[src/rtl/event_counter_bank.sv]
// Bank of per-channel event counters with snapshot-and-clear into a valid/ready output register.
// Counters wrap or saturate at 2^WIDTH-1 and keep a sticky overflow flag per interval.
module event_counter_bank #(
    parameter int WIDTH    = 64,
    parameter int CHANNELS = 4,
    parameter int SATURATE = 0
) (
    input  logic                      clk,
    input  logic                      rst,
    input  logic [CHANNELS-1:0]       increment,
    input  logic                      trigger,
    output logic [CHANNELS*WIDTH-1:0] out_data,
    output logic [CHANNELS-1:0]       out_overflow,
    output logic                      out_dropped,
    output logic                      out_valid,
    input  logic                      out_ready
);

    // Handshake: the snapshot transfers on any edge where out_valid && out_ready.
    // A new trigger is accepted when the register is EMPTY or being drained that same edge.
    typedef enum logic {
        EMPTY = 1'b0,
        FULL  = 1'b1
    } state_t;

    state_t state, state_next;
    logic   accept;

    logic [WIDTH-1:0]          count_q [CHANNELS];
    logic [WIDTH-1:0]          count_d [CHANNELS];
    logic [CHANNELS-1:0]       ovf_q;
    logic [CHANNELS-1:0]       ovf_d;
    logic                      dropped_q;
    logic [CHANNELS*WIDTH-1:0] count_flat;

    always_comb begin
        state_next = state;
        accept     = trigger && ((state == EMPTY) || out_ready);
        case (state)
            EMPTY: if (accept) state_next = FULL;
            FULL:  if (out_ready && !trigger) state_next = EMPTY;
            default: state_next = EMPTY;
        endcase
    end

    assign out_valid = (state == FULL);

    for (genvar g = 0; g < CHANNELS; g++) begin : g_chan
        logic at_max;
        logic wrap_evt;

        assign at_max   = (count_q[g] == {WIDTH{1'b1}});
        assign wrap_evt = increment[g] && at_max;

        // An increment on the capture edge starts the new interval at 1.
        always_comb begin
            count_d[g] = count_q[g];
            if (accept) begin
                count_d[g] = increment[g] ? WIDTH'(1) : '0;
            end else if (increment[g]) begin
                if (!at_max) begin
                    count_d[g] = count_q[g] + WIDTH'(1);
                end else if (SATURATE == 0) begin
                    count_d[g] = '0;
                end
            end
        end

        // An overflow on the capture edge is charged to the interval that begins there.
        assign ovf_d[g] = accept ? wrap_evt : (ovf_q[g] | wrap_evt);
    end

    always_comb begin
        count_flat = '0;
        for (int i = 0; i < CHANNELS; i++) begin
            count_flat[i*WIDTH +: WIDTH] = count_q[i];
        end
    end

    always_ff @(posedge clk) begin
        if (rst) begin
            state        <= EMPTY;
            ovf_q        <= '0;
            dropped_q    <= 1'b0;
            out_data     <= '0;
            out_overflow <= '0;
            out_dropped  <= 1'b0;
            for (int i = 0; i < CHANNELS; i++) begin
                count_q[i] <= '0;
            end
        end else begin
            state <= state_next;
            ovf_q <= ovf_d;
            for (int i = 0; i < CHANNELS; i++) begin
                count_q[i] <= count_d[i];
            end
            if (accept) begin
                dropped_q    <= 1'b0;
                out_data     <= count_flat;
                out_overflow <= ovf_q;
                out_dropped  <= dropped_q;
            end else if (trigger) begin
                dropped_q <= 1'b1;
            end
        end
    end

endmodule
[config.mk]
export PLATFORM = sky130hd
export DESIGN_NAME = event_counter_bank
export DESIGN_NICKNAME = d
export VERILOG_FILES = /design/src/rtl/event_counter_bank.sv
export SDC_FILE = /design/constraint.sdc
export NUM_CORES = 1
export LEC_CHECK = 0
export CAP_MARGIN = 40
export CORE_MARGIN = 2
export CORE_UTILIZATION = 42
export DETAILED_ROUTE_END_ITERATION = 10
export GPL_TIMING_DRIVEN = 0
export PLACE_DENSITY = 0.66
export RECOVER_POWER = 25
export SETUP_SLACK_MARGIN = 0.2
export SLEW_MARGIN = 10
export SYNTH_ARGS = -nofsm -noshare
export SYNTH_HDL_FRONTEND = slang
export SYNTH_SLANG_ARGS = --single-unit
[constraint.sdc]
create_clock -name clk -period 2.5 [get_ports clk]
set_input_delay 0.25 -clock clk [delete_from_list [all_inputs] [get_ports clk]]
set_output_delay 0.25 -clock clk [all_outputs]
set_load 0.1 [all_outputs]
# Yosys cells after proc, flatten, opt, wreduce, memory -nomap -nowiden
# Memories as Yosys holds them, arrays and structs flattened.
# Index checks and enable logic that the tools add are counted.
classes:
  add_sub_neg: 4
  n_eq_ne: 4
  n_mux: 30
  bitwise_logic: 9
  reduce_logical: 9
ops:
  columns: ["cell", "count"]
  rows:
  - ["2-to-1 mux 64 bit", 16]
  - ["adder 64 x 1 -> 64 bit, second input constant", 4]
  - ["== test 64 bit, second input constant", 4]
  - ["2-to-1 mux 1 bit", 13]
  - ["bitwise OR 1 bit", 8]
  - ["logical AND 1 bit", 6]
  - ["one-hot mux 1 bit (2 select lines)", 1]
  - ["OR reduction 2 bit", 1]
  - ["zero test 1 bit", 1]
  - ["logical OR 1 bit", 1]
  - ["NOT 1 bit", 1]
word_totals:
  regBits: 267
  mem_bits_rw: 256
  inputBits: 8
  output_inout_bits: 262
  elab_cells: 63
  mem_count: 1
mem_list:
  columns: ["name", "words", "word_bits", "read_ports", "rd_clocked_by_memory_dff", "wr", "line", "rtl"]
  rows:
  - ["count_q", 4, 64, 4, 0, 4, "29", "logic [WIDTH-1:0] count_q [CHANNELS];"]

# Longest topological paths before layout
# Gate-level depths: netlist of the first run.
logic_depth:
  depth_word: 5
  depth_mapped: 9

# Worst setup path before layout of the first run
# No wires, ideal clock.
synth_path:
  kind: "reg-to-reg"
  from: "memory count_q[0][3]"
  to: "memory count_q[0][61]"
  setup_ns: 0.070
  arrival_ns: 2.299
  t_required_ns: 2.430
  setup_slack_ns: 0.132
  path_stages_with_launch: 8
  n_path_buf: 2
  period_less_slack_ns: 2.368
  cell_sequence: "dfxtp_1 nand4_4 or4_4 buf_6 or4_4 buf_6 or3_1 a21oi_1"
synth_lines:
  columns: ["item", "line"]
  rows:
  - ["start, declared", "29"]

==> results.json, run 1 <==
{
  "grt_usage": 0.2601,
  "critPathCaptureType": "flop",
  "synthTopCellsByArea": "dfxtp_1 (49%), nand2_1 (11%), a21oi_1 (9.2%)",
  "drive_above_1_share": 0.2314,
  "drtPass1Iterations": 6,
  "clkSlewWorstSetupHoldPaths_ns": 0.06,
  "r2r_slack_ns": 0.04,
  "cts.htree.levels": 2,
  "power-per-cell-area_nw_per_um2": 562.4,
  "synth_fp_nets": 2675,
  "start_kind": "flop",
  "clockBufferDepth": 3,
  "cp_max_fo": 7,
  "worstSkewPairLatency_ns": 0.61,
  "grt_pass1_wl_mm": 112.5,
  "synth.cell_area_sq_um": 21340,
  "ff2ff_path_depth": 6,
  "post-synth-top-area-cell": "dfxtp_1",
  "core-area_sq_um": 50170,
  "min_from": "increment[2]",
  "cp_cell_sequence": "nand4_1 > or4_1 > or4_4 > buf_6 > or3_4 > a21oi_2",
  "yosys_warnings": 0,
  "ios": 270,
  "cts_root_buf": "clkbuf_16",
  "worst_slew_pin_slew_ns": 0.7248,
  "async_flop_share": 0,
  "grt_setup_unrepaired": "true",
  "dieArea_sq_um": 52640,
  "die_y_um": 229.4,
  "drv_cap": 0,
  "met3_length_mm": 4.137,
  "ys_seq_area_frac": 0.4906,
  "skew_ns": 0.01160,
  "clock.fmax_mhz": 407.2,
  "drt-met1-wl_mm": 30.63,
  "critPathTopFamily": "simple AND/OR/NAND/NOR gates",
  "dp_hpwl_mm": 51.04,
  "start_util": 0.4254,
  "ys_ff_latch": 523,
  "yosysUniqueCellTypes": 51,
  "wire_per_inst_um": 17.84,
  "finalCriticalPeriod_ns": 2.456,
  "gp_congestion": 0.8572,
  "synth_top_area_frac": 0.4906,
  "drc": 0,
  "relSlewSlack": 0.5168,
  "dieWidth_um": 229.4,
  "routed_via_density": 5.475,
  "top_layer": "met4",
  "crit_slowest_cell": "or4_4",
  "r2r-start": "count_q[3][46]",
  "dr_wl_met2_mm": 36.07,
  "cts.sink_count": 523,
  "gr-total-overflow": 0,
  "hold_path.class": "in -> reg",
  "vias": 22420,
  "arrival_ns": 3.00,
  "synth_commonest_cells": "nand2_1 (632), dfxtp_1 (523), a21oi_1 (394)",
  "synth_edf_count": 0,
  "cts_inserted_buffers": 55,
  "crit_type": "reg -> reg",
  "grt_max_degree": 15,
  "max_stage_delay_ns": 0.59,
  "reg2reg_to": "count_q[3][55]",
  "netlist_instances": 2663,
  "p_total_w": 0.01797,
  "ys.flop_type": "dfxtp_1",
  "worst-path-stages": 6,
  "maxSlewViolCount": 0,
  "ir_worst_vdd_mv": 0.6192,
  "holdPathEnd": "count_q[2][0]",
  "fin_util": 0.6369,
  "area_delta_synth_final_pct": 49.72,
  "portBuffers": 266,
  "yosysMostFrequentCell": "nand2_1",
  "drt-total-wl_mm": 73.06,
  "syn_area_per_cell_sq_um": 8.015,
  "status": "completed",
  "antenna_found_initial": 1,
  "leakage_nw": 10.83,
  "post-route-period-util": 0.9824,
  "layout.nets": 3391,
  "first_iter_violations": 1716,
  "tritoncts": "yes",
  "cp.required_ns": 3.04,
  "fillCellCount": 3930,
  "ant_nets": 0,
  "grt_pass1_vias": 21620,
  "hold_violations": 0,
  "rows": 82,
  "setup_viol": 0,
  "critPathBufInv": 1,
  "hold_depth": 3
}
[how the worst max path moves through the flow]
stage,from,to,slack (ns)
after detailed placement,count_q[2][51],count_q[2][9],-0.65
after global placement,count_q[1][11],count_q[1][26],-0.77
after floorplan,count_q[0][2],count_q[0][61],0.18
final,count_q[3][46],count_q[3][55],0.04
after CTS,count_q[3][9],count_q[3][55],0.14
after global routing,count_q[3][23],count_q[3][55],-0.02
[what timing repair did]
action	CTS	global route
hold buffers	1	0
setup endpoints to repair	359	275
hold endpoints to repair	2	0
gates cloned	2	7
gates resized for setup	198	274
buffers inserted	73	38
pin swaps	47	77
[state kept, by name, indices dropped and copies added, names as in the netlist]
signal / cells
ovf_q: 4
out_dropped: 1
out_data: 256
count_q: 256
out_overflow: 4
out_valid: 1
dropped_q: 1
[worst reg2reg max path, delay by kind of cell (launching register included)]
| kind | cells | cell delay [ns] |
|---|---|---|
| simple gates | 4 | 1.65 |
| compound gates | 1 | 0.12 |
| buf+inv | 1 | 0.16 |
| flops | 1 | 0.46 |
[cell usage in the layout, fill, tap and decap left out, drive strengths merged, types with 64 or more instances in the layout]
| cell type | n |
|---|---|
| nand3 | 89 |
| clkbuf | 375 |
| dfxtp | 523 |
| buf | 249 |
| xor2 | 64 |
| a21oi | 394 |
| or3 | 86 |
| nand4 | 101 |
| nor2 | 164 |
| clkdlybuf4s50 | 263 |
| o21ai | 80 |
| nand2 | 632 |
[metrics by stage]
step           instances  worst slack (ns)  setup TNS (ns)  hold WS, ns  instance area [sq um]
3_3_place_gp        3601           -0.7660         -238.25       0.4413                  24900
2_1_floorplan       2663            0.1803               0       0.3658                  21400
6_report            4095           0.04402               0      0.04664                  31950
5_1_grt             4095          -0.01578        -0.02529      0.04933                  31950
3_5_place_dp        3874           -0.6514         -183.97       0.4470                  29360
4_1_cts             4050            0.1414               0     0.008436                  32510
[layout make-up]
class / instances / area [sq um] / area share
clock inverters: 26 / 384.1 / 0.01202
diodes: 1 / 2.502 / 0.00007831
flip-flops and latches: 523 / 10690 / 0.3344
inverters: 39 / 146.4 / 0.004581
multi-input cells: 1943 / 10950 / 0.3428
repair buffers: 660 / 6402 / 0.2004
well taps: 672 / 840.8 / 0.02631
plain buffers: 157 / 937.1 / 0.02933
clock buffers: 74 / 1600 / 0.05008
[logic make-up after synthesis]
family                     count (synthesis)  share of synthesized area
and+or+nand+nor                         1282                     0.2868
AOI/OAI and AO/OA                        535                     0.1336
buffers and inverters                    197                    0.03658
DFF                                      523                     0.4906
adders and majority gates                  4                   0.002345
xor gates and xnor gates                 122                    0.05006
[layer usage]
layer,GRT usage,vias to the layer above
met4,0.08178,0
met5,0,-
li1,-,10690
met1,0.3252,10790
met2,0.4583,768
met3,0.03972,168
[report_power, final]
part | internal [W] | leakage (nW) | switching [W]
clock network | 0.00541 | 0.957 | 0.00351
logic | 0.000197 | 5.61 | 0.000520
registers | 0.00830 | 4.27 | 0.0000210
total | 0.0139 | 10.8 | 0.00405
(Power assumes the default switching activity.)
==> run 2, diff against run 1 <==
--- a/config.mk
+++ b/config.mk
@@ -7,10 +7,10 @@
 export LEC_CHECK = 0
 export CAP_MARGIN = 40
 export CORE_MARGIN = 2
-export CORE_UTILIZATION = 42
+export CORE_UTILIZATION = 50
 export DETAILED_ROUTE_END_ITERATION = 10
 export GPL_TIMING_DRIVEN = 0
-export PLACE_DENSITY = 0.66
+export PLACE_DENSITY = 0.76
 export RECOVER_POWER = 25
 export SETUP_SLACK_MARGIN = 0.2
 export SLEW_MARGIN = 10
==> run 2 against run 1 <==
Effect of this change:
- first-iteration DRC count increased by 24%
- global-route usage increased by 6.6 points
- combinational power decreased by 8.5%
- sequential share of layout area increased by 0.56 points
- core utilization increased by 11 points
- setup slack improved by 0.027 ns
- critical endpoint is now count_q[3][61]
- critical path depth increased by 1
- highest routed layer is now met5
- sequential power about the same
- total power decreased by 0.49%
- via count increased by 4.4%
- largest power group unchanged
==> results.json, run 2 (same netlist as run 1, synthesis figures left out) <==
{
  "cp_max_fo": 8,
  "gr-total-overflow": 0,
  "cp_cell_sequence": "nand4_1 > or4_1 > buf_6 > or4_4 > buf_6 > or3_4 > a21oi_2",
  "clock.fmax_mhz": 411.7,
  "grt_pass1_wl_mm": 117.7,
  "crit_type": "reg -> reg",
  "dieArea_sq_um": 44350,
  "final_common_cell": "nand2_1",
  "power-per-cell-area_nw_per_um2": 569.3,
  "grt_max_degree": 15,
  "finalCriticalPeriod_ns": 2.429,
  "top_regs": "count_q: 256 flops, out_data: 256 flops",
  "routed_via_density": 5.907,
  "critPathCaptureType": "flop",
  "start_util": 0.5077,
  "leakage_nw": 10.87,
  "relSlewSlack": 0.5671,
  "hold_path.class": "in -> reg",
  "worstSkewPairLatency_ns": 0.61,
  "crit_slowest_cell": "or4_4",
  "worst_slew_pin_slew_ns": 0.6494,
  "dieWidth_um": 210.6,
  "core-area_sq_um": 42040,
  "drv_cap": 0,
  "pre_cts_slack_ns": -0.6441,
  "drt-total-wl_mm": 76.93,
  "portBuffers": 266,
  "most-common-layout-cells": "nand2_1 (630), dfxtp_1 (425), a21oi_1 (379), clkdlybuf4s50_1 (264), clkbuf_2 (203)",
  "ant_nets": 0,
  "die_y_um": 210.6,
  "max_stage_delay_ns": 0.57,
  "crit_path_frequent_cell": "buf_6",
  "cts.htree.levels": 2,
  "drc": 0,
  "drtPass1Iterations": 8,
  "timing.final.ws_setup_ns": 0.07101,
  "post-route-period-util": 0.9716,
  "hold_violations": 0,
  "gp_congestion": 0.8999,
  "setup_viol": 0,
  "cts_root_buf": "clkbuf_16",
  "ios": 270,
  "place_area_sq_um": 29190,
  "drive_above_1_share": 0.2248,
  "vias": 23400,
  "grt_pass1_vias": 22720,
  "ir_worst_vdd_mv": 0.6604,
  "cts_inserted_buffers": 53,
  "clkSlewWorstSetupHoldPaths_ns": 0.07,
  "fin_util": 0.7472,
  "wire_per_inst_um": 19.42,
  "layout.nets": 3389,
  "holdWs_ns": 0.05703,
  "area_delta_synth_final_pct": 47.19,
  "p_total_w": 0.01788,
  "grt_usage": 0.3264,
  "status": "completed",
  "start_kind": "flop",
  "cts.sink_count": 523,
  "clockBufferDepth": 3,
  "rows": 75,
  "tritoncts": "yes",
  "maxSlewViolCount": 0,
  "dp_hpwl_mm": 51.76,
  "grt_setup_unrepaired": "true",
  "antenna_found_initial": 1,
  "arrival_ns": 2.96,
  "cp.required_ns": 3.04,
  "skew_ns": 0.02323,
  "first_iter_violations": 2123,
  "fin_area_sq_um": 31410
}
-- run 2: through the flow --
step / instances / TNS (ns)
finish: 3961 / 0
global placement: 3468 / -188.71
CTS: 3929 / 0
global route: 3960 / 0
floorplan: 2663 / 0
detailed placement: 3739 / -159.08
-- run 2: cell type report --
| type | instances | area, sq um |
|---|---|---|
| diodes | 1 | 2.502 |
| multi-input cells | 1943 | 10800 |
| well taps | 539 | 674.4 |
| clock buffers | 73 | 1574 |
| clock inverters | 26 | 391.6 |
| fillers | 2605 | 10630 |
| repair buffers | 660 | 6260 |
| plain buffers | 157 | 883.3 |
| flip-flops and latches | 523 | 10680 |
| inverters | 39 | 146.4 |
-- run 2: what timing repair did --
| action | CTS | global route |
|---|---|---|
| hold buffers | 1 | 0 |
| gates cloned | 3 | 1 |
| buffers inserted | 87 | 31 |
| pin swaps | 45 | 63 |
| endpoints found under the hold margin | 2 | 0 |
| setup endpoints to repair | 377 | 342 |
| resized for setup | 187 | 218 |
-- run 2: final timing paths --
check | from | end | slack (ns) | cells past startpoint
min reg2reg | ovf_q[1] | out_overflow[1] | 0.45 | 2
min | increment[2] | count_q[2][0] | 0.06 | 3
max reg2reg | count_q[3][11] | count_q[3][61] | 0.07 | 7
max | count_q[3][11] | count_q[3][61] | 0.07 | 7
-- run 2: report_power, final --
part	switching [W]	total (W)	internal, W
clock network	0.00346	0.00890	0.00543
registers	0.0000202	0.00833	0.00831
logic	0.000499	0.000656	0.000157
total	0.00398	0.0179	0.0139
-- run 2: layer usage --
metal	vias up	share of wire	global-route usage
li1	10680	-	-
met1	11150	0.38	0.3820
met5	-	0.00013	0
met2	1281	0.50	0.5838
met3	277	0.074	0.05229
met4	2	0.044	0.1530
-- run 2: critical path, delay by kind of cell (launching register included) --
kind / cells / cell delay [ns]
buf+inv: 2 / 0.31
compound gates: 1 / 0.11
flops: 1 / 0.35
simple gates: 4 / 1.60
